### config.mk
export PLATFORM = sky130hd
export DESIGN_NAME = icache_direct
export DESIGN_NICKNAME = d
export VERILOG_FILES = /design/src/rtl/cpu_types_pkg.sv /design/src/rtl/icache_direct.sv
export SDC_FILE = /design/constraint.sdc
export NUM_CORES = 1
export LEC_CHECK = 0
export CAP_MARGIN = 30
export CORE_ASPECT_RATIO = 1.25
export CORE_UTILIZATION = 49
export DETAILED_ROUTE_END_ITERATION = 10
export PLACE_DENSITY = 0.74
export SLEW_MARGIN = 30
export SYNTH_ARGS = -nofsm -noshare
export SYNTH_HDL_FRONTEND = slang
export SYNTH_SLANG_ARGS = --single-unit
### constraint.sdc
create_clock -name CLK -period 4.9 [get_ports CLK]
set_input_delay 0.98 -clock CLK [delete_from_list [all_inputs] [get_ports CLK]]
set_output_delay 0.98 -clock CLK [all_outputs]
set_load 0.005 [all_outputs]
### src/rtl/cpu_types_pkg.sv
// Shared CPU types. This slice holds the instruction-cache address overlay,
// frame layout and controller states, sized for the default 16-frame cache.
package cpu_types_pkg;

  localparam int ICACHE_SETS  = 16;
  localparam int ICACHE_IDX_W = $clog2(ICACHE_SETS);
  localparam int ICACHE_TAG_W = 30 - ICACHE_IDX_W;

  // Field view of a 32-bit fetch address.
  typedef struct packed {
    logic [ICACHE_TAG_W-1:0] tag;
    logic [ICACHE_IDX_W-1:0] idx;
    logic [1:0]              bytoff;
  } icachef_t;

  // One direct-mapped frame.
  typedef struct packed {
    logic                    valid;
    logic [ICACHE_TAG_W-1:0] tag;
    logic [31:0]             data;
  } icache_frame_t;

  // Fill controller states.
  typedef enum logic {
    IDLE  = 1'b0,
    FETCH = 1'b1
  } icache_state_t;

endpackage : cpu_types_pkg

### src/rtl/icache_direct.sv
// Direct-mapped, read-only instruction cache. Hits are served combinationally
// in the request cycle; a miss performs a single-word fill over iREN/iwait and
// the filled word hits on the cycle after the grant.
module icache_direct
  import cpu_types_pkg::*;
#(
  parameter int SETS  = ICACHE_SETS,
  parameter int IDX_W = $clog2(SETS),
  parameter int TAG_W = 30 - IDX_W
) (
  input  logic        CLK,
  input  logic        nRST,
  input  logic        imemREN,
  input  logic [31:0] imemaddr,
  output logic        ihit,
  output logic [31:0] imemload,
  output logic        iREN,
  output logic [31:0] iaddr,
  input  logic        iwait,
  input  logic [31:0] iload
);

  // Frame storage, split so only the valid bits carry a reset.
  logic [SETS-1:0]  valid_q;
  logic [TAG_W-1:0] tag_q  [SETS];
  logic [31:0]      data_q [SETS];

  icache_state_t    state_q;
  logic [TAG_W-1:0] miss_tag_q;
  logic [IDX_W-1:0] miss_idx_q;

  // Address split of the incoming fetch; the byte offset plays no part.
  logic [TAG_W-1:0] req_tag;
  logic [IDX_W-1:0] req_idx;
  logic             unused_bytoff;
  logic             hit;
  logic             fill_done;

  assign req_tag       = imemaddr[31:IDX_W+2];
  assign req_idx       = imemaddr[IDX_W+1:2];
  assign unused_bytoff = ^imemaddr[1:0];

  assign hit       = (state_q == IDLE) && imemREN && valid_q[req_idx]
                     && (tag_q[req_idx] == req_tag);
  assign fill_done = (state_q == FETCH) && !iwait;

  // Fill controller: latch the missing word address, then wait for the grant.
  always_ff @(posedge CLK or negedge nRST) begin
    if (!nRST) begin
      // NOTE: state registers use non-blocking assignments so every flop
      // samples pre-edge values, whatever order the blocks are evaluated in.
      state_q    <= IDLE;
      miss_tag_q <= '0;
      miss_idx_q <= '0;
    end else begin
      case (state_q)
        IDLE: begin
          if (imemREN && !hit) begin
            state_q    <= FETCH;
            miss_tag_q <= req_tag;
            miss_idx_q <= req_idx;
          end
        end
        FETCH: begin
          if (!iwait) state_q <= IDLE;
        end
        default: state_q <= IDLE;
      endcase
    end
  end

  // Valid bits: cleared only by reset, set by a completed fill.
  always_ff @(posedge CLK or negedge nRST) begin
    if (!nRST) begin
      valid_q <= '0;
    end else if (fill_done) begin
      valid_q[miss_idx_q] <= 1'b1;
    end
  end

  // Tag and data payload, written on fill completion.
  // NOTE: the payload array is deliberately left out of reset; a cleared valid
  // bit already hides stale contents, and reset-free storage maps to plain flops
  // or RAM without a wide reset fan-out.
  always_ff @(posedge CLK) begin
    if (fill_done) begin
      tag_q[miss_idx_q]  <= miss_tag_q;
      data_q[miss_idx_q] <= iload;
    end
  end

  // Output decode: hit path in IDLE, memory request in FETCH.
  always_comb begin
    // NOTE: every output gets a default first so no path through the block
    // leaves one unassigned, which would otherwise infer a latch.
    ihit     = 1'b0;
    imemload = '0;
    iREN     = 1'b0;
    iaddr    = '0;
    if (state_q == FETCH) begin
      iREN  = 1'b1;
      iaddr = {miss_tag_q, miss_idx_q, 2'b00};
    end else if (hit) begin
      ihit     = 1'b1;
      imemload = data_q[req_idx];
    end
  end

endmodule : icache_direct
==> results.sh, run 1 <==
export IMPL_cts_sinks=975
export IMPL_synth_most_common_cell="edfxtp_1"
export IMPL_cp_arrival_ns=3.96
export IMPL_gp_congestion=0.831
export IMPL_via_per_inst=6.16
export IMPL_power_switching_mw=4.18
export IMPL_synth_edf_count=928
export IMPL_grt_pass1_wl_um=135000
export IMPL_crit_type="input pin to output pin"
export IMPL_io_buffers=129
export IMPL_fmax_mhz=203
export IMPL_fin_crit_sh_pct=101
export IMPL_yosysTopAreaCellShare_pct=72.0
export IMPL_async_flop_share_pct=4.82
export IMPL_fin_ws_ns=-0.0368
export IMPL_p_seq_share_pct=53.3
export IMPL_hp_class="input pin to async pin"
export IMPL_n_fill_cell=5421
export IMPL_cts_buffers=91
export IMPL_wl_per_cell_um=29.1
export IMPL_total_power_mw=18.6
export IMPL_power_density_mw_per_mm2=409
export IMPL_clock_skew_ns=0.0354
export IMPL_setup_viol=3
export IMPL_drt_pass1_iterations=5
export IMPL_internal_power_mw=14.5
export IMPL_tightest_slew_ns=0.982
export IMPL_cts_tree="done"
export IMPL_slew_viol_final=0
export IMPL_p_leak_nw=14.9
export IMPL_max_slew_margin_pct=34.5
export IMPL_drc=0
export IMPL_synth_flop_cell="edfxtp_1"
export IMPL_syn_to_final_growth_pct=17.8
export IMPL_htreeDepth=3
export IMPL_postRouteAntennaNets=0
export IMPL_clk_pin_slew_ns=0.06
export IMPL_violations="setup timing"
export IMPL_grt_total_usage_pct=23.5
export IMPL_antenna_found_initial=4
export IMPL_wl_um=93800
export IMPL_r2r_cells=11
export IMPL_via_count=19822
export IMPL_rows=114
export IMPL_required_ns=3.92
export IMPL_p_clk_share_pct=39.1
export IMPL_synth_top_area_cell="edfxtp_1"
export IMPL_die_y_um=316
export IMPL_dr_first_iter_drc_count=1991
export IMPL_finalCriticalPeriod_ns=4.94
export IMPL_synth_area_leaders="edfxtp_1, mux4_2, dfrtp_1, mux2i_1, a32oi_1"
export IMPL_syn_inst=1828
export IMPL_hpwl_um=50300
export IMPL_multi_input_area_mm2=0.00914
export IMPL_met3RoutedLength_um=7280
export IMPL_pwr_share_comb_pct=7.6
export IMPL_insertion_delay_ns=0.66
export IMPL_crit_slowest_cell="mux4_2"
export IMPL_core_mm2=0.0777
export IMPL_wl_met2_um=47800
export IMPL_swShare_pct=22.4
export IMPL_synth_seq_cells=975
export IMPL_crit_chain="buf_16 > buf_12 > mux4_2 > mux2i_2 > buf_4 > xnor2_1 > a2111oi_4 > nand4_2 > a211oi_2 > nand3_2 > buf_12 > nor2b_2 > clkdlybuf4s50_1"
export IMPL_synthTopCellsByCount="edfxtp_1, mux4_2, mux2i_1"
export IMPL_cts_root_buffer="clkbuf_16"
export IMPL_yosysWarnings=0
export IMPL_nNetsFinal=2166
export IMPL_die_area_mm2=0.0801
export IMPL_start_util_pct=49.8
export IMPL_drive_gt1_share_pct=29.1
export IMPL_synth_distinct_cells=62
export IMPL_final_seq_area_mm2=0.0290
export IMPL_ios=134
export IMPL_hold_violations=0
export IMPL_final_util_pct=58.6
export IMPL_fp_dieW_um=253
export IMPL_status="complete, but fails checks"
export IMPL_grt_max_degree=51
export IMPL_crit_path_max_incr_delay_ns=0.51
export IMPL_overflow=0
export IMPL_hold_buffers=0
export IMPL_peakVddDrop_uv=335
export IMPL_rsz0062_at_grt="yes"
export IMPL_postSynthAreaPerCell_um2=21.2
export IMPL_syn_cell_area_mm2=0.0387
export IMPL_path_max_fanout=14
export IMPL_cap_violations=0
export IMPL_start_kind="input pin"
export IMPL_routed_top_layer="met5"
export IMPL_cp_end_kind="output pin"
export IMPL_wl_met1_um=36100
export IMPL_grt_pass1_vias=20397
export IMPL_worst_path_most_repeated_cell="buf_12"
export IMPL_seq_area_frac_synth_pct=75.1
export IMPL_cts_root_to_sink_buffers=3
[power by group through the flow]
stage	clock network [mW]	registers, mW	logic (mW)
final	7.29	9.93	1.42
after global routing	7.70	9.96	1.51
after CTS	7.37	9.92	1.40
after detailed placement	0	10.1	1.38
after global placement	0	10.0	1.35
after floorplan	0	9.95	0.805
[flip-flops by register name, indices dropped and copies added (netlist names)]
register / cells
data_q: 512
miss_idx_q: 4
miss_tag_q: 26
state_q: 1
tag_q: 416
valid_q: 16
[area by class of cell]
class                      instances  share of cell area (%)
multi-input combinational        709                    20.0
timing repair buffer             287                    6.23
sequential                       975                    63.7
clock inverter                    59                    1.51
inverter                          34                   0.283
clock buffer                     111                    5.32
antenna                            1                 0.00549
tap                             1044                    2.87
[cell families (layout without fill, tap and decap cells)]
logic type	after synthesis	after routing	synth area share (%)
compound gates	138	138	2.73
xor+xnor	35	35	0.793
buf+inv	145	491	1.91
flops	975	975	75.1
mux	336	336	16.7
other cells	1	3	0.00970
simple gates	198	198	2.79
[what timing repair did]
item / 4_1_cts / 5_1_grt
pin swaps: 2 / 12
cloned: 0 / 4
endpoints found under the setup margin: 33 / 4
resized for setup: 44 / 24
setup buffers: 0 / 14
[through the flow]
stage | setup TNS [ns] | instances | worst slack, ns | hold slack [ns] | cell area (um2)
floorplan | 0 | 1829 | 0.457 | 0.434 | 38700
global placement | -7.31 | 3030 | -0.240 | 0.446 | 42100
detailed placement | -6.94 | 3030 | -0.238 | 0.449 | 42100
CTS | -0.420 | 3200 | -0.117 | 0.356 | 45300
global route | -0.446 | 3220 | -0.0805 | 0.401 | 45600
finish | -0.0956 | 3220 | -0.0368 | 0.375 | 45600
[layer usage]
layer | global-route usage [%] | vias to the layer above
met5 | 0 | -
met4 | 7.93 | 4
met3 | 3.29 | 163
met2 | 39.9 | 1038
met1 | 31.3 | 10484
li1 | - | 8133
[final timing paths]
path	startpoint	end	slack [ns]
min in group CLK	valid_q[14]$_DFFE_PN0P_	valid_q[14]$_DFFE_PN0P_	0.47
setup / recovery	imemaddr[2]	imemload[16]	-0.04
setup reg to reg	tag_q[7][3]$_DFFE_PP_	miss_tag_q[24]$_DFFE_PN0P_	1.56
hold reg to reg	valid_q[14]$_DFFE_PN0P_	valid_q[14]$_DFFE_PN0P_	0.47
hold / removal	nRST	miss_tag_q[5]$_DFFE_PN0P_	0.37
max in group asynchronous	nRST	valid_q[14]$_DFFE_PN0P_	4.06
[layout by cell type, fill, tap and decap left out, types with 7 or more instances in the layout]
master,Yosys,final
a2111oi_0,29,29
a32oi_1,30,29
and2_1,31,31
buf_12,1,23
buf_4,21,126
bufinv_16,0,12
clkbuf_1,46,15
clkbuf_16,0,97
clkdlybuf4s50_1,0,94
clkinv_1,0,12
clkinv_2,0,22
dfrtp_1,47,47
dlygate4sd2_1,0,30
edfxtp_1,928,928
inv_1,33,32
mux2_2,23,23
mux2i_1,69,61
mux2i_2,0,7
mux4_2,243,243
nand2_1,46,46
nor2_1,23,11
nor2_4,0,12
nor2b_1,39,33
o21ai_0,20,19
o21ai_1,12,13
o22ai_1,13,13
or2_2,17,17
xnor2_1,28,28
xor2_1,7,7
[critical path: cells and delay by family]
| kind | cells | cell delay (ns) |
|---|---|---|
| AOI/OAI and AO/OA | 2 | 0.54 |
| xor gates and xnor gates | 1 | 0.09 |
| buffers and inverters | 5 | 1.12 |
| muxes | 2 | 0.71 |
| and+or+nand+nor | 3 | 0.46 |
(Power assumes the default switching activity.)
==> run 2: changes to the inputs <==
--- a/config.mk
+++ b/config.mk
@@ -5,11 +5,10 @@
 export SDC_FILE = /design/constraint.sdc
 export NUM_CORES = 1
 export LEC_CHECK = 0
-export CAP_MARGIN = 30
 export CORE_ASPECT_RATIO = 1.25
-export CORE_UTILIZATION = 49
+export CORE_UTILIZATION = 55
 export DETAILED_ROUTE_END_ITERATION = 10
-export PLACE_DENSITY = 0.74
+export PLACE_DENSITY = 0.81
 export SLEW_MARGIN = 30
 export SYNTH_ARGS = -nofsm -noshare
 export SYNTH_HDL_FRONTEND = slang
==> results.sh, run 2 (synthesis results as in run 1) <==
export IMPL_status="complete, but fails checks"
export IMPL_violations="setup timing"
export IMPL_dr_first_iter_drc_count=2660
export IMPL_cts_buffers=91
export IMPL_fmax_mhz=202
export IMPL_rsz0062_at_grt="yes"
export IMPL_power_density_mw_per_mm2=401
export IMPL_via_count=20274
export IMPL_fin_crit_sh_pct=101
export IMPL_ios=134
export IMPL_hpwl_um=50900
export IMPL_fp_dieW_um=239
export IMPL_layout_commonest_cell="edfxtp_1"
export IMPL_total_power_mw=18.1
export IMPL_postPlaceCellArea_mm2=0.0419
export IMPL_cts_root_buffer="clkbuf_16"
export IMPL_antenna_found_initial=5
export IMPL_die_area_mm2=0.0714
export IMPL_whs_ns=0.359
export IMPL_crit_type="input pin to output pin"
export IMPL_r2r_cells=12
export IMPL_gp_congestion=0.898
export IMPL_required_ns=3.92
export IMPL_grt_pass1_vias=20825
export IMPL_rrSetupSlack_ns=1.53
export IMPL_postRouteAntennaNets=0
export IMPL_final_util_pct=65.0
export IMPL_wl_um=97000
export IMPL_layout_common_cells="edfxtp_1, mux4_2, clkbuf_16"
export IMPL_io_buffers=129
export IMPL_cts_tree="done"
export IMPL_path_max_fanout=8
export IMPL_cts_root_to_sink_buffers=3
export IMPL_max_slew_margin_pct=34.3
export IMPL_cp_arrival_ns=3.97
export IMPL_p_leak_nw=14.9
export IMPL_htreeDepth=3
export IMPL_finalCriticalPeriod_ns=4.95
export IMPL_drt_pass1_iterations=7
export IMPL_hold_buffers=0
export IMPL_wl_per_cell_um=31.4
export IMPL_post_place_ws_ns=-0.438
export IMPL_grt_max_degree=87
export IMPL_regMostFlops="data_q"
export IMPL_hp_class="input pin to async pin"
export IMPL_syn_to_final_growth_pct=16.7
export IMPL_cap_violations=0
export IMPL_insertion_delay_ns=0.65
export IMPL_nNetsFinal=2142
export IMPL_timing_rr_start="tag_q[0][3]$_DFFE_PP_"
export IMPL_rows=108
export IMPL_drc=0
export IMPL_final_area_mm2=0.0451
export IMPL_start_util_pct=55.7
export IMPL_cp_end_kind="output pin"
export IMPL_peakVddDrop_uv=305
export IMPL_slew_viol_final=0
export IMPL_core_mm2=0.0695
export IMPL_clk_pin_slew_ns=0.07
export IMPL_start_kind="input pin"
export IMPL_clock_skew_ns=0.0270
export IMPL_drive_gt1_share_pct=28.0
export IMPL_tightest_slew_ns=0.985
export IMPL_via_per_inst=6.57
export IMPL_cts_sinks=975
export IMPL_overflow=0
export IMPL_die_y_um=298
export IMPL_hold_violations=0
export IMPL_largest_register_ffs=512
export IMPL_grt_total_usage_pct=27.2
export IMPL_rr_endpoint="miss_tag_q[23]$_DFFE_PN0P_"
export IMPL_top_regs="data_q (512), tag_q (416), miss_tag_q (26)"
export IMPL_setup_viol=13
export IMPL_fin_ws_ns=-0.0524
export IMPL_grt_pass1_wl_um=138000
[run 2: cell types whose count changed in the layout (fill, tap and decap cells not counted), sizes merged]
cell	delta
bufinv	-7
clkdlybuf4s50	-3
dlygate4sd2	-10
bufbuf	+1
buf	-25
clkinv	+5
clkinvlp	+3
dlymetal6s2s	+9
clkdlybuf4s15	+1
[run 2: cell type report]
class | instances | area (um2)
multi-input combinational | 709 | 9190
tap | 935 | 1170
clock inverter | 60 | 460
fill | 4404 | 24300
inverter | 34 | 129
clock buffer | 108 | 2340
sequential | 975 | 29000
timing repair buffer | 263 | 2820
antenna | 1 | 2.50
[run 2: what timing repair did]
item                       4_1_cts  5_1_grt
hold endpoints to repair         0        0
setup buffers                    4        6
setup endpoints to repair       33       25
cloned                           1        5
pin swaps                        4       10
gates resized for setup         45       42
[run 2: critical path, cell delays in order]
cell,delay [ns]
clkbuf_16,0.17
mux4_2,0.55
mux2i_4,0.22
o21ai_0,0.13
buf_4,0.18
nor4_4,0.29
buf_4,0.19
a41oi_2,0.07
a211oi_2,0.31
nand3_4,0.13
buf_6,0.17
buf_6,0.18
nor2b_1,0.13
dlygate4sd2_1,0.25
[run 2: how the worst max path moves through the flow]
stage | start | slack [ns] | depth (start not counted) | end
finish | imemaddr[3] | -0.05 | 14 | imemload[22]
global route | imemaddr[3] | -0.16 | 14 | imemload[14]
CTS | imemaddr[2] | -0.14 | 12 | imemload[29]
detailed placement | imemaddr[3] | -0.44 | 12 | imemload[26]
global placement | imemaddr[3] | -0.40 | 12 | imemload[6]
floorplan | imemaddr[2] | 0.46 | 10 | imemload[23]
[run 2: per-stage QoR]
stage,setup TNS (ns),cells
global route,-2.01,3084
floorplan,0,1829
finish,-0.455,3085
global placement,-12.72,2900
CTS,-1.25,3073
detailed placement,-12.84,2900
[run 2: layer usage]
layer / vias up / part of all wire (%) / global-route usage (%)
li1: 8084 / - / -
met1: 10474 / 35 / 36.0
met2: 1425 / 50 / 44.4
met3: 285 / 11 / 5.31
met4: 6 / 4.3 / 11.4
met5: - / 0.038 / 0
[run 2: report_power, final]
group	internal, mW	leakage (nW)	switching [mW]
sequential	9.59	8.96	0.325
combinational	0.679	4.54	0.784
clock	3.69	1.36	3.03
total	14.0	14.9	4.14
==> variant: new RTL, settings of run 1 <==
Reset style: synchronous (`nRST`), changed in 2 clocked blocks.
--- a/src/rtl/icache_direct.sv
+++ b/src/rtl/icache_direct.sv
@@ -47,3 +47,3 @@
   // Fill controller: latch the missing word address, then wait for the grant.
-  always_ff @(posedge CLK or negedge nRST) begin
+  always_ff @(posedge CLK) begin
     if (!nRST) begin
@@ -72,3 +72,3 @@
   // Valid bits: cleared only by reset, set by a completed fill.
-  always_ff @(posedge CLK or negedge nRST) begin
+  always_ff @(posedge CLK) begin
     if (!nRST) begin
Check against the original RTL: not equivalent (a bounded check fails within 4 cycles, from zero or initial values and one cycle with nRST low; the reset may be asserted at any time).
==> variant against run 1 <==
The flow still finishes with violations (setup timing); sequential cell count unchanged; count of clock-buffer cells in the layout up 9; power down 7.2%; design area down 0.18%; sequential power down 5.2%; area after synthesis down 0.46%; wire length down 3.4%; worst setup slack worse by 220 ps; critical path type unchanged; largest power group unchanged.
==> variant: results (changes against run 1) <==
status finished with violations; failing checks setup timing; R2R Setup Slk 1590 ps (+30 ps); WL met1 34.7 mm (-4.0%); Place WS -878 ps (-640 ps); met2 Usage GRT 0.389 (-0.00993); total CTS buffers 92 (+1.1%); PwrDens 380 nW/µm² (-7.1%); Final GP Congestion 0.844 (+1.5%); post-place instance area 42100 µm² (about the same); Slew headroom 0.383 (+0.0380); met1 Use GR 0.308 (-0.00436); largest net degree at the start of global routing 79 (+55%); XOR/XNOR share of the synthesized area 0.00728 (-0.000646); Leak Pwr 15.0 nW (+0.38%); worst IR drop on VDD 0.260 mV (-22%); crit path from imemaddr[3]; mux cell area share after synthesis 0.166 (-0.000243); WL final 90.6 mm (-3.4%); clock buffers 120 (+8.1%); Max stage delay cell, worst path or4_1; Psw 3.71 mW (-11%); non-clock inverter count 2 (-94%); Setup violations, final 33 (+30); Top delay family on crit path simple AND/OR/NAND/NOR gates; critical path data arrival time 4180 ps (+220 ps); synth cell count leaders 928 x edfxtp_1, 251 x mux4_2, 64 x mux2i_1; vias in the first global route 20500 (+0.72%); start of the worst register-to-register path tag_q[13][25]; met2 routed WL 46.2 mm (-3.4%); Comb power frac 0.060 (-0.016); P_clk 6.84 mW (-6.2%); synth top area cells edfxtp_1 72%, mux4_2 15%, dfxtp_1 2.4%; Non-clk bufs 321 (+12%); buffering overhead 0.0671 (+0.00476); sequential cells 975 (unchanged); WL met3 7.05 mm (-3.3%); GRT met3 Usage 0.0372 (+0.00429); Seq/total area 0.633 (-0.00403); Post-Place Cells 3070 (+1.3%); hpwl dp 51.3 mm (+2.0%); area fraction in compound gates after synthesis 0.0285 (+0.00120); via count 19900 (+0.45%); drt wl/cell 27.8 µm (-4.7%); initial antenna violation count 5 (+1); #MultiIn Comb 754 (+6.3%); setup ws final -261 ps (-224 ps); min-delay worst type register to register
-- variant: cell types whose count changed in the layout (fill, tap and decap cells not counted), moves of 22 or more --
cell	change
buf_2	+29
and3_1	+32
dfxtp_1	+47
buf_4	+24
a21oi_1	+34
dlygate4sd2_1	-30
inv_1	-31
mux2_2	-22
dfrtp_1	-47
a32oi_1	-29
nor2_1	+34
a2111oi_0	-28
-- variant: worst paths after layout --
path	endpoint	cells past startpoint
hold / removal	valid_q[2]	1
hold reg to reg	valid_q[2]	1
setup reg to reg	miss_tag_q[20]	10
setup / recovery	imemload[27]	13
-- variant: per-stage QoR --
stage	hold slack [ps]	setup TNS, ps	utilization
2_1_floorplan	435	0	-
3_3_place_gp	441	-27890	0.543
3_5_place_dp	450	-26570	0.543
4_1_cts	465	-5930	0.584
5_1_grt	485	-10470	0.586
6_report	464	-7670	0.586
